## config.mk

```make
export PLATFORM = sky130hd
export DESIGN_NAME = mux_32
export DESIGN_NICKNAME = d
export VERILOG_FILES = /design/src/rtl/mux_32_pkg.sv /design/src/rtl/mux_32_mux2.sv /design/src/rtl/mux_32.sv
export SDC_FILE = /design/constraint.sdc
export NUM_CORES = 1
export LEC_CHECK = 0
export ABC_CLOCK_PERIOD_IN_PS = 1450
export CELL_PAD_IN_SITES_DETAIL_PLACEMENT = 1
export CELL_PAD_IN_SITES_GLOBAL_PLACEMENT = 2
export CORE_MARGIN = 5
export CORE_UTILIZATION = 12
export DETAILED_ROUTE_END_ITERATION = 6
export PLACE_DENSITY = 0.9
export SYNTH_ARGS = -nofsm -noshare
export SYNTH_HDL_FRONTEND = slang
export SYNTH_SLANG_ARGS = --single-unit
```

## constraint.sdc

```tcl
create_clock -name vclk -period 1.45
set_clock_uncertainty 0.1 [all_clocks]
set_input_delay 0.2175 -clock vclk [all_inputs]
set_output_delay 0.2175 -clock vclk [all_outputs]
set_load 0.02 [all_outputs]
```

## src/rtl/mux_32_pkg.sv

```systemverilog
// mux_32_pkg: shared sizing constants for the 32:1 word multiplexer tree.
// The select width and the tree depth both follow from the input count,
// so changing the fan-in only touches NumInputs.
package mux_32_pkg;

    localparam int unsigned NumInputs  = 32;
    localparam int unsigned SelWidth   = $clog2(NumInputs);
    localparam int unsigned TreeLevels = SelWidth;

    // Index of the first node of a tree level when the tree is stored as a
    // heap: node 1 is the root, the children of node i are 2i and 2i+1, and
    // the leaves (the data inputs) occupy NumInputs .. 2*NumInputs-1.
    // Level 0 is the leaf-side mux level, steered by select[0].
    function automatic int unsigned levelBase(input int unsigned level);
        return NumInputs >> (level + 1);
    endfunction

endpackage

```

## src/rtl/mux_32_mux2.sv

```systemverilog
// mux2: N-bit 2:1 multiplexer, the single building block of the mux_32 tree.
// An unknown select drives X onto the output so that simulation exposes an
// undriven or corrupted index instead of silently merging the two inputs.
module mux2
    import mux_32_pkg::*;
#(
    parameter int unsigned N = 1
) (
    input  logic [N-1:0] in0_i,
    input  logic [N-1:0] in1_i,
    input  logic         sel_i,
    output logic [N-1:0] out_o
);

    // Pick one of the two words; any non-0/1 select value yields X.
    always_comb begin
        out_o = 'x;
        case (sel_i)
            1'b0:    out_o = in0_i;
            1'b1:    out_o = in1_i;
            default: out_o = 'x;
        endcase
    end

endmodule

```

## src/rtl/mux_32.sv

```systemverilog
// mux_32: 32-to-1 multiplexer of N-bit words built as a balanced binary tree
// of mux2 cells. select[0] steers the leaf level and select[4] the root.
// With REGISTERED=1 the root is captured in an output register that has a
// synchronous active-high reset; otherwise the path is purely combinational
// and clk/rst are ignored.
module mux_32
    import mux_32_pkg::*;
#(
    parameter int unsigned N          = 1,
    parameter bit          REGISTERED = 1'b0
) (
    input  logic [N-1:0]          in00,
    input  logic [N-1:0]          in01,
    input  logic [N-1:0]          in02,
    input  logic [N-1:0]          in03,
    input  logic [N-1:0]          in04,
    input  logic [N-1:0]          in05,
    input  logic [N-1:0]          in06,
    input  logic [N-1:0]          in07,
    input  logic [N-1:0]          in08,
    input  logic [N-1:0]          in09,
    input  logic [N-1:0]          in10,
    input  logic [N-1:0]          in11,
    input  logic [N-1:0]          in12,
    input  logic [N-1:0]          in13,
    input  logic [N-1:0]          in14,
    input  logic [N-1:0]          in15,
    input  logic [N-1:0]          in16,
    input  logic [N-1:0]          in17,
    input  logic [N-1:0]          in18,
    input  logic [N-1:0]          in19,
    input  logic [N-1:0]          in20,
    input  logic [N-1:0]          in21,
    input  logic [N-1:0]          in22,
    input  logic [N-1:0]          in23,
    input  logic [N-1:0]          in24,
    input  logic [N-1:0]          in25,
    input  logic [N-1:0]          in26,
    input  logic [N-1:0]          in27,
    input  logic [N-1:0]          in28,
    input  logic [N-1:0]          in29,
    input  logic [N-1:0]          in30,
    input  logic [N-1:0]          in31,
    input  logic [SelWidth-1:0]   select,
    output logic [N-1:0]          out,
    input  logic                  clk,
    input  logic                  rst
);

    // Heap-ordered tree storage: node[1] is the root, node[32..63] are the
    // data inputs, and every node in between is the output of one mux2.
    logic [N-1:0] node [1:2*NumInputs-1];

    assign node[NumInputs + 0]  = in00;
    assign node[NumInputs + 1]  = in01;
    assign node[NumInputs + 2]  = in02;
    assign node[NumInputs + 3]  = in03;
    assign node[NumInputs + 4]  = in04;
    assign node[NumInputs + 5]  = in05;
    assign node[NumInputs + 6]  = in06;
    assign node[NumInputs + 7]  = in07;
    assign node[NumInputs + 8]  = in08;
    assign node[NumInputs + 9]  = in09;
    assign node[NumInputs + 10] = in10;
    assign node[NumInputs + 11] = in11;
    assign node[NumInputs + 12] = in12;
    assign node[NumInputs + 13] = in13;
    assign node[NumInputs + 14] = in14;
    assign node[NumInputs + 15] = in15;
    assign node[NumInputs + 16] = in16;
    assign node[NumInputs + 17] = in17;
    assign node[NumInputs + 18] = in18;
    assign node[NumInputs + 19] = in19;
    assign node[NumInputs + 20] = in20;
    assign node[NumInputs + 21] = in21;
    assign node[NumInputs + 22] = in22;
    assign node[NumInputs + 23] = in23;
    assign node[NumInputs + 24] = in24;
    assign node[NumInputs + 25] = in25;
    assign node[NumInputs + 26] = in26;
    assign node[NumInputs + 27] = in27;
    assign node[NumInputs + 28] = in28;
    assign node[NumInputs + 29] = in29;
    assign node[NumInputs + 30] = in30;
    assign node[NumInputs + 31] = in31;

    // One mux2 per internal node. Level lvl halves the candidate set using
    // select[lvl]; even-indexed children are taken when that bit is 0, which
    // keeps inK at index K all the way to the root.
    for (genvar lvl = 0; lvl < TreeLevels; lvl++) begin : gLevel
        for (genvar j = 0; j < int'(levelBase(lvl)); j++) begin : gNode
            localparam int unsigned Idx = levelBase(lvl) + j;

            mux2 #(
                .N (N)
            ) uMux (
                .in0_i (node[2*Idx]),
                .in1_i (node[2*Idx+1]),
                .sel_i (select[lvl]),
                .out_o (node[Idx])
            );
        end
    end

    logic [N-1:0] out_d;

    assign out_d = node[1];

    if (REGISTERED) begin : gReg
        logic [N-1:0] out_q;

        // Output register: reset wins over data on the same edge, and the
        // value is X until the first rising edge.
        always_ff @(posedge clk) begin
            if (rst) begin
                out_q <= '0;
            end else begin
                out_q <= out_d;
            end
        end

        assign out = out_q;
    end else begin : gComb
        // clk and rst exist only for a uniform port list in this mode.
        logic unusedClkRst;

        assign unusedClkRst = clk ^ rst;
        assign out          = out_d;
    end

endmodule

```

==> results of run 1 <==
## how the worst max path moves through the flow
stage	from	to	slack, ps	cells after the start
after floorplan	select[1]	out	-60	7
after global placement	select[1]	out	-1060	8
after detailed placement	select[1]	out	-1080	8
after CTS	select[1]	out	-230	8
after global routing	select[1]	out	-250	8
final	in01	out	-180	5
## where the power goes
group | switching [mW] | internal [mW] | total (mW)
Clock | 0 | 0 | 0
Combinational | 0.0704 | 0.126 | 0.196
Sequential | 0 | 0 | 0
Total | 0.0704 | 0.126 | 0.196
## area by class of cell
cell class	count	area share [%]
timing repair buffer	43	55.1
multi-input combinational	39	40.1
tap	30	4.85
## cell families (layout without fill, tap and decap cells)
family                 after synthesis  in the layout  share of synthesized area [%]
AOI/OAI and AO/OA                    9              9                           19.2
and+or+nand+nor                     14             14                           21.9
buffers and inverters                2             43                           9.62
muxes                               16             16                           49.2
## cells in the final DEF (no fill, tap or decap), types with 2 or more instances in the layout
cell type,count
nand2_1,6
dlygate4sd2_1,26
mux2i_1,15
clkdlybuf4s50_1,5
buf_2,2
a21oi_1,2
buf_4,3
buf_12,2
a22oi_1,4
nand3_1,2
dlymetal6s2s_1,3
## stage by stage
step	total power, mW	cells
global route	0.212	112
detailed placement	0.206	111
floorplan	0.0789	41
global placement	0.204	111
finish	0.196	112
CTS	0.197	112
## layer usage
layer / part of all wire [%] / GRT usage, % / vias up
li1: - / - / 242
met1: 39 / 9.04 / 216
met2: 54 / 16.3 / 19
met3: 7.2 / 0.826 / 0
met4: 0 / 0 / 0
met5: 0 / 0 / -
## timing repair
| item | in CTS | in global routing |
|---|---|---|
| setup endpoints to repair | 1 | 1 |
| setup buffers | 0 | 0 |
| hold buffers | 0 | 0 |
| pin swaps | 11 | 6 |
| gates resized for setup | 53 | 6 |
| endpoints found under the hold margin | 0 | 0 |
| cloned | 1 | 0 |
==> impl_metrics.json, run 1 <==
{
  "cp_cell_sequence": "clkdlybuf4s50_1, mux2i_1, a22oi_1, a311o_1, buf_6",
  "finalHoldViolations": 0,
  "clkbuf_count": 0,
  "placed_area_um2": 754,
  "worst_slew_pin_slew_ps": 224,
  "netlist_instances": 41,
  "synth.most_common_cell": "mux2i_1",
  "drc": 0,
  "nNetsFinal": 123,
  "yosysUniqueCellTypes": 15,
  "crit_path_max_fanout": 1,
  "min_to": "out",
  "synth_top_area_share_pct": 49.2,
  "design.seq.count": 0,
  "worstHoldPathCells": 5,
  "synth.area.top_cells": "mux2i_1 (49%), a22oi_1 (9.2%), nand2_1 (6.9%), buf_12 (6.2%), a21oi_1 (4.6%)",
  "row_count": 18,
  "io-pin-count": 40,
  "finalCriticalPeriod_ps": 1630,
  "setup_viol": 1,
  "syn_nets": 80,
  "vias_per_cell": 4.26,
  "antenna_found_initial": 0,
  "synth_top_cell_by_area": "mux2i_1",
  "multi_input_area_um2": 310,
  "grt_overflow": 0,
  "p_per_area_nw_per_um2": 254,
  "dp_hpwl_um": 1360,
  "ant_nets": 0,
  "initial_core_util_pct": 12.8,
  "crit_required_ps": 1130,
  "cap_violations": 0,
  "synth.avg_cell_area_um2": 7.93,
  "cp_top_family": "buffers and inverters",
  "cp-start-kind": "primary input",
  "dr_total_vias": 477,
  "die_y_um": 62.1,
  "synthTopCellsByCount": "mux2i_1 (16), nand2_1 (6), a22oi_1 (4), a21oi_1 (3), nand3_1 (2)",
  "peakVddDrop_uv": 79.6,
  "final.setup.tns_ps": -184,
  "core_area_um2": 2540,
  "grtUsageTotal_pct": 7.90,
  "slew_headroom_pct": 85.0,
  "drv_slew": 0,
  "seq_area_um2": 0,
  "yosysWarnings": 0,
  "areaGrowthSynthToFinish_pct": 138,
  "grt_first_pass_wirelength_um": 2300,
  "status": "complete, but fails checks",
  "die_x_um": 62.1,
  "hold_path_class": "primary input to primary output",
  "synth.cell_area_um2": 325,
  "die-area_um2": 3850,
  "port_buffers": 38,
  "fmax_mhz": 612,
  "leakagePower_nw": 0.398,
  "firstDrtPassIters": 2,
  "antenna_cells": 0,
  "grt_max_degree": 9,
  "cp_slowest_cell": "clkdlybuf4s50_1",
  "design_area_um2": 774,
  "arrival_ps": 1320,
  "drt_iter0_drc": 2,
  "path_buf_inv": 2,
  "drive_gt1_share_pct": 18.3,
  "hold_path.startpoint": "in22",
  "max_stage_delay_ps": 390,
  "ys_seq_area_share_pct": 0,
  "fill_cells": 321,
  "gp_congestion": 0.667,
  "setup_slack_ps": -184,
  "cp-end-kind": "primary output",
  "finalCritPeriodShare_pct": 113,
  "dp_slack_ps": -1080,
  "first_global_vias": 512,
  "fin_util_pct": 30.4,
  "wl_um": 1560,
  "worstSetupPathType": "primary input to primary output",
  "hold_ws_ps": 883,
  "violations": "negative setup slack",
  "rsz0062_at_grt": "yes",
  "wl_per_cell_um": 13.9
}
Power figures use the tool's default switching activity.
==> inputs of run 2 (changes only) <==
--- a/config.mk
+++ b/config.mk
@@ -5,13 +5,13 @@
 export SDC_FILE = /design/constraint.sdc
 export NUM_CORES = 1
 export LEC_CHECK = 0
-export ABC_CLOCK_PERIOD_IN_PS = 1450
+export ABC_CLOCK_PERIOD_IN_PS = 1500
 export CELL_PAD_IN_SITES_DETAIL_PLACEMENT = 1
 export CELL_PAD_IN_SITES_GLOBAL_PLACEMENT = 2
 export CORE_MARGIN = 5
-export CORE_UTILIZATION = 12
+export CORE_UTILIZATION = 11
 export DETAILED_ROUTE_END_ITERATION = 6
-export PLACE_DENSITY = 0.9
+export PLACE_DENSITY = 0.87
 export SYNTH_ARGS = -nofsm -noshare
 export SYNTH_HDL_FRONTEND = slang
 export SYNTH_SLANG_ARGS = --single-unit
==> constraint.sdc (replaced) <==
create_clock -name vclk -period 1.5
set_clock_uncertainty 0.1 [all_clocks]
set_input_delay 0.225 -clock vclk [all_inputs]
set_output_delay 0.225 -clock vclk [all_outputs]
set_load 0.02 [all_outputs]
==> run 2 against run 1 <==
  * The flow still finishes with violations (negative setup slack)
  * Clock-buffer cell count unchanged
  * Total power increased by 3.7%
  * Worst hold slack improved by 41 ps
  * Core utilization decreased by 2.0 points
  * Global-route usage decreased by 0.26 points
  * Cell count increased by 0.89%
  * Critical path depth increased by 3
  * Largest cell class unchanged
  * Largest power group unchanged
==> impl_metrics.json, run 2 (synthesis results as in run 1) <==
{
  "status": "complete, but fails checks",
  "violations": "negative setup slack",
  "final_common_cell": "dlygate4sd2_1",
  "finalHoldViolations": 0,
  "clkbuf_count": 0,
  "first_global_vias": 558,
  "wl_per_cell_um": 13.6,
  "drt_iter0_drc": 3,
  "nNetsFinal": 123,
  "fmax_mhz": 586,
  "core_area_um2": 2810,
  "rsz0062_at_grt": "yes",
  "finalCriticalPeriod_ps": 1710,
  "p_int_uw": 129,
  "initial_core_util_pct": 11.6,
  "peakVddDrop_uv": 56.3,
  "slew_headroom_pct": 85.4,
  "die-area_um2": 4140,
  "stdcell_count": 113,
  "grtUsageTotal_pct": 7.64,
  "hold_path_class": "primary input to primary output",
  "wl_um": 1540,
  "finalCritPeriodShare_pct": 114,
  "worst_slew_pin_slew_ps": 217,
  "switching_share_pct": 36.6,
  "crit_path_max_fanout": 8,
  "drc": 0,
  "arrival_ps": 1380,
  "drive_gt1_share_pct": 25.6,
  "cp-end-kind": "primary output",
  "fill_cells": 349,
  "die_x_um": 64.4,
  "design.seq.count": 0,
  "final_cell_mix": "dlygate4sd2_1 (26), mux2i_1 (12), clkdlybuf4s50_1 (8)",
  "grt_max_degree": 9,
  "antenna_found_initial": 0,
  "post-place-cells": 112,
  "p_per_area_nw_per_um2": 256,
  "ant_nets": 0,
  "antenna_cells": 0,
  "power.switching_uw": 74.6,
  "firstDrtPassIters": 3,
  "leakagePower_nw": 0.365,
  "setup_viol": 1,
  "hold_ws_ps": 924,
  "cp-start-kind": "primary input",
  "die_y_um": 64.4,
  "min_to": "out",
  "areaGrowthSynthToFinish_pct": 145,
  "drv_slew": 0,
  "grt_first_pass_wirelength_um": 2570,
  "p_seq_share_pct": 0,
  "row_count": 19,
  "cap_violations": 0,
  "io-pin-count": 40,
  "grt_overflow": 0,
  "setup_slack_ps": -206,
  "dr_total_vias": 469,
  "worstHoldPathCells": 5,
  "pwr-share-clk_pct": 0,
  "combPwrFrac_pct": 100.0,
  "hold_path.startpoint": "select[0]",
  "gp_congestion": 0.626,
  "crit_required_ps": 1170,
  "port_buffers": 38,
  "vias_per_cell": 4.15,
  "worstSetupPathType": "primary input to primary output",
  "seq_area_um2": 0,
  "fin_util_pct": 28.4
}
-- run 2: changes by cell type in the layout (fill, tap and decap cells not counted), moves of 2 or more --
| cell | delta |
|---|---|
| a22oi_1 | -2 |
| clkdlybuf4s50_1 | +3 |
| mux2i_1 | -3 |
| mux2i_2 | +2 |
| dlymetal6s2s_1 | -3 |
| a22oi_2 | +2 |
-- run 2: timing repair --
| item | CTS | global route |
|---|---|---|
| endpoints found under the hold margin | 0 | 0 |
| hold buffers | 0 | 0 |
| cloned | 1 | 0 |
| pin swaps | 12 | 1 |
| endpoints found under the setup margin | 1 | 1 |
| buffers inserted | 0 | 0 |
| resized for setup | 56 | 6 |
-- run 2: power groups by stage --
stage	registers, mW	clock network (mW)	logic [mW]
finish	0	0	0.204
global route	0	0	0.222
CTS	0	0	0.195
detailed placement	0	0	0.200
global placement	0	0	0.197
floorplan	0	0	0.0763
-- run 2: layer usage --
metal,part of all wire (%),up-vias,track usage [%]
met1,36,212,7.95
met4,0,0,0
met5,0,-,0
met3,7.5,0,2.10
met2,56,15,15.9
li1,-,242,-
-- run 2: area by class of cell --
class | instances | area, µm² | share of cell area (%)
well taps | 31 | 38.8 | 4.87
multi-input cells | 39 | 344 | 43.2
repair buffers | 43 | 414 | 52.0
-- run 2: critical path: stages --
cell     delay, ps
buf_8          100
buf_12         140
mux2i_1        220
a22oi_1        120
nand3_1         70
nand2_1         50
a311o_1        330
buf_6          140
-- run 2: metrics by stage --
step / setup TNS (ps) / cell area, µm² / setup slack, ps / power (mW)
6_report: -206 / 797 / -206 / 0.204
5_1_grt: -279 / 797 / -279 / 0.222
3_5_place_dp: -1080 / 756 / -1080 / 0.200
2_1_floorplan: -22.5 / 325 / -22.5 / 0.0763
3_3_place_gp: -1040 / 756 / -1040 / 0.197
4_1_cts: -195 / 769 / -195 / 0.195
-- run 2: worst max path at each step --
stage	startpoint	to	slack (ps)	cells after the start
after floorplan	select[1]	out	-20	7
after global placement	select[1]	out	-1040	8
after detailed placement	select[1]	out	-1080	8
after CTS	select[1]	out	-200	8
after global routing	select[1]	out	-280	8
final	select[1]	out	-210	8
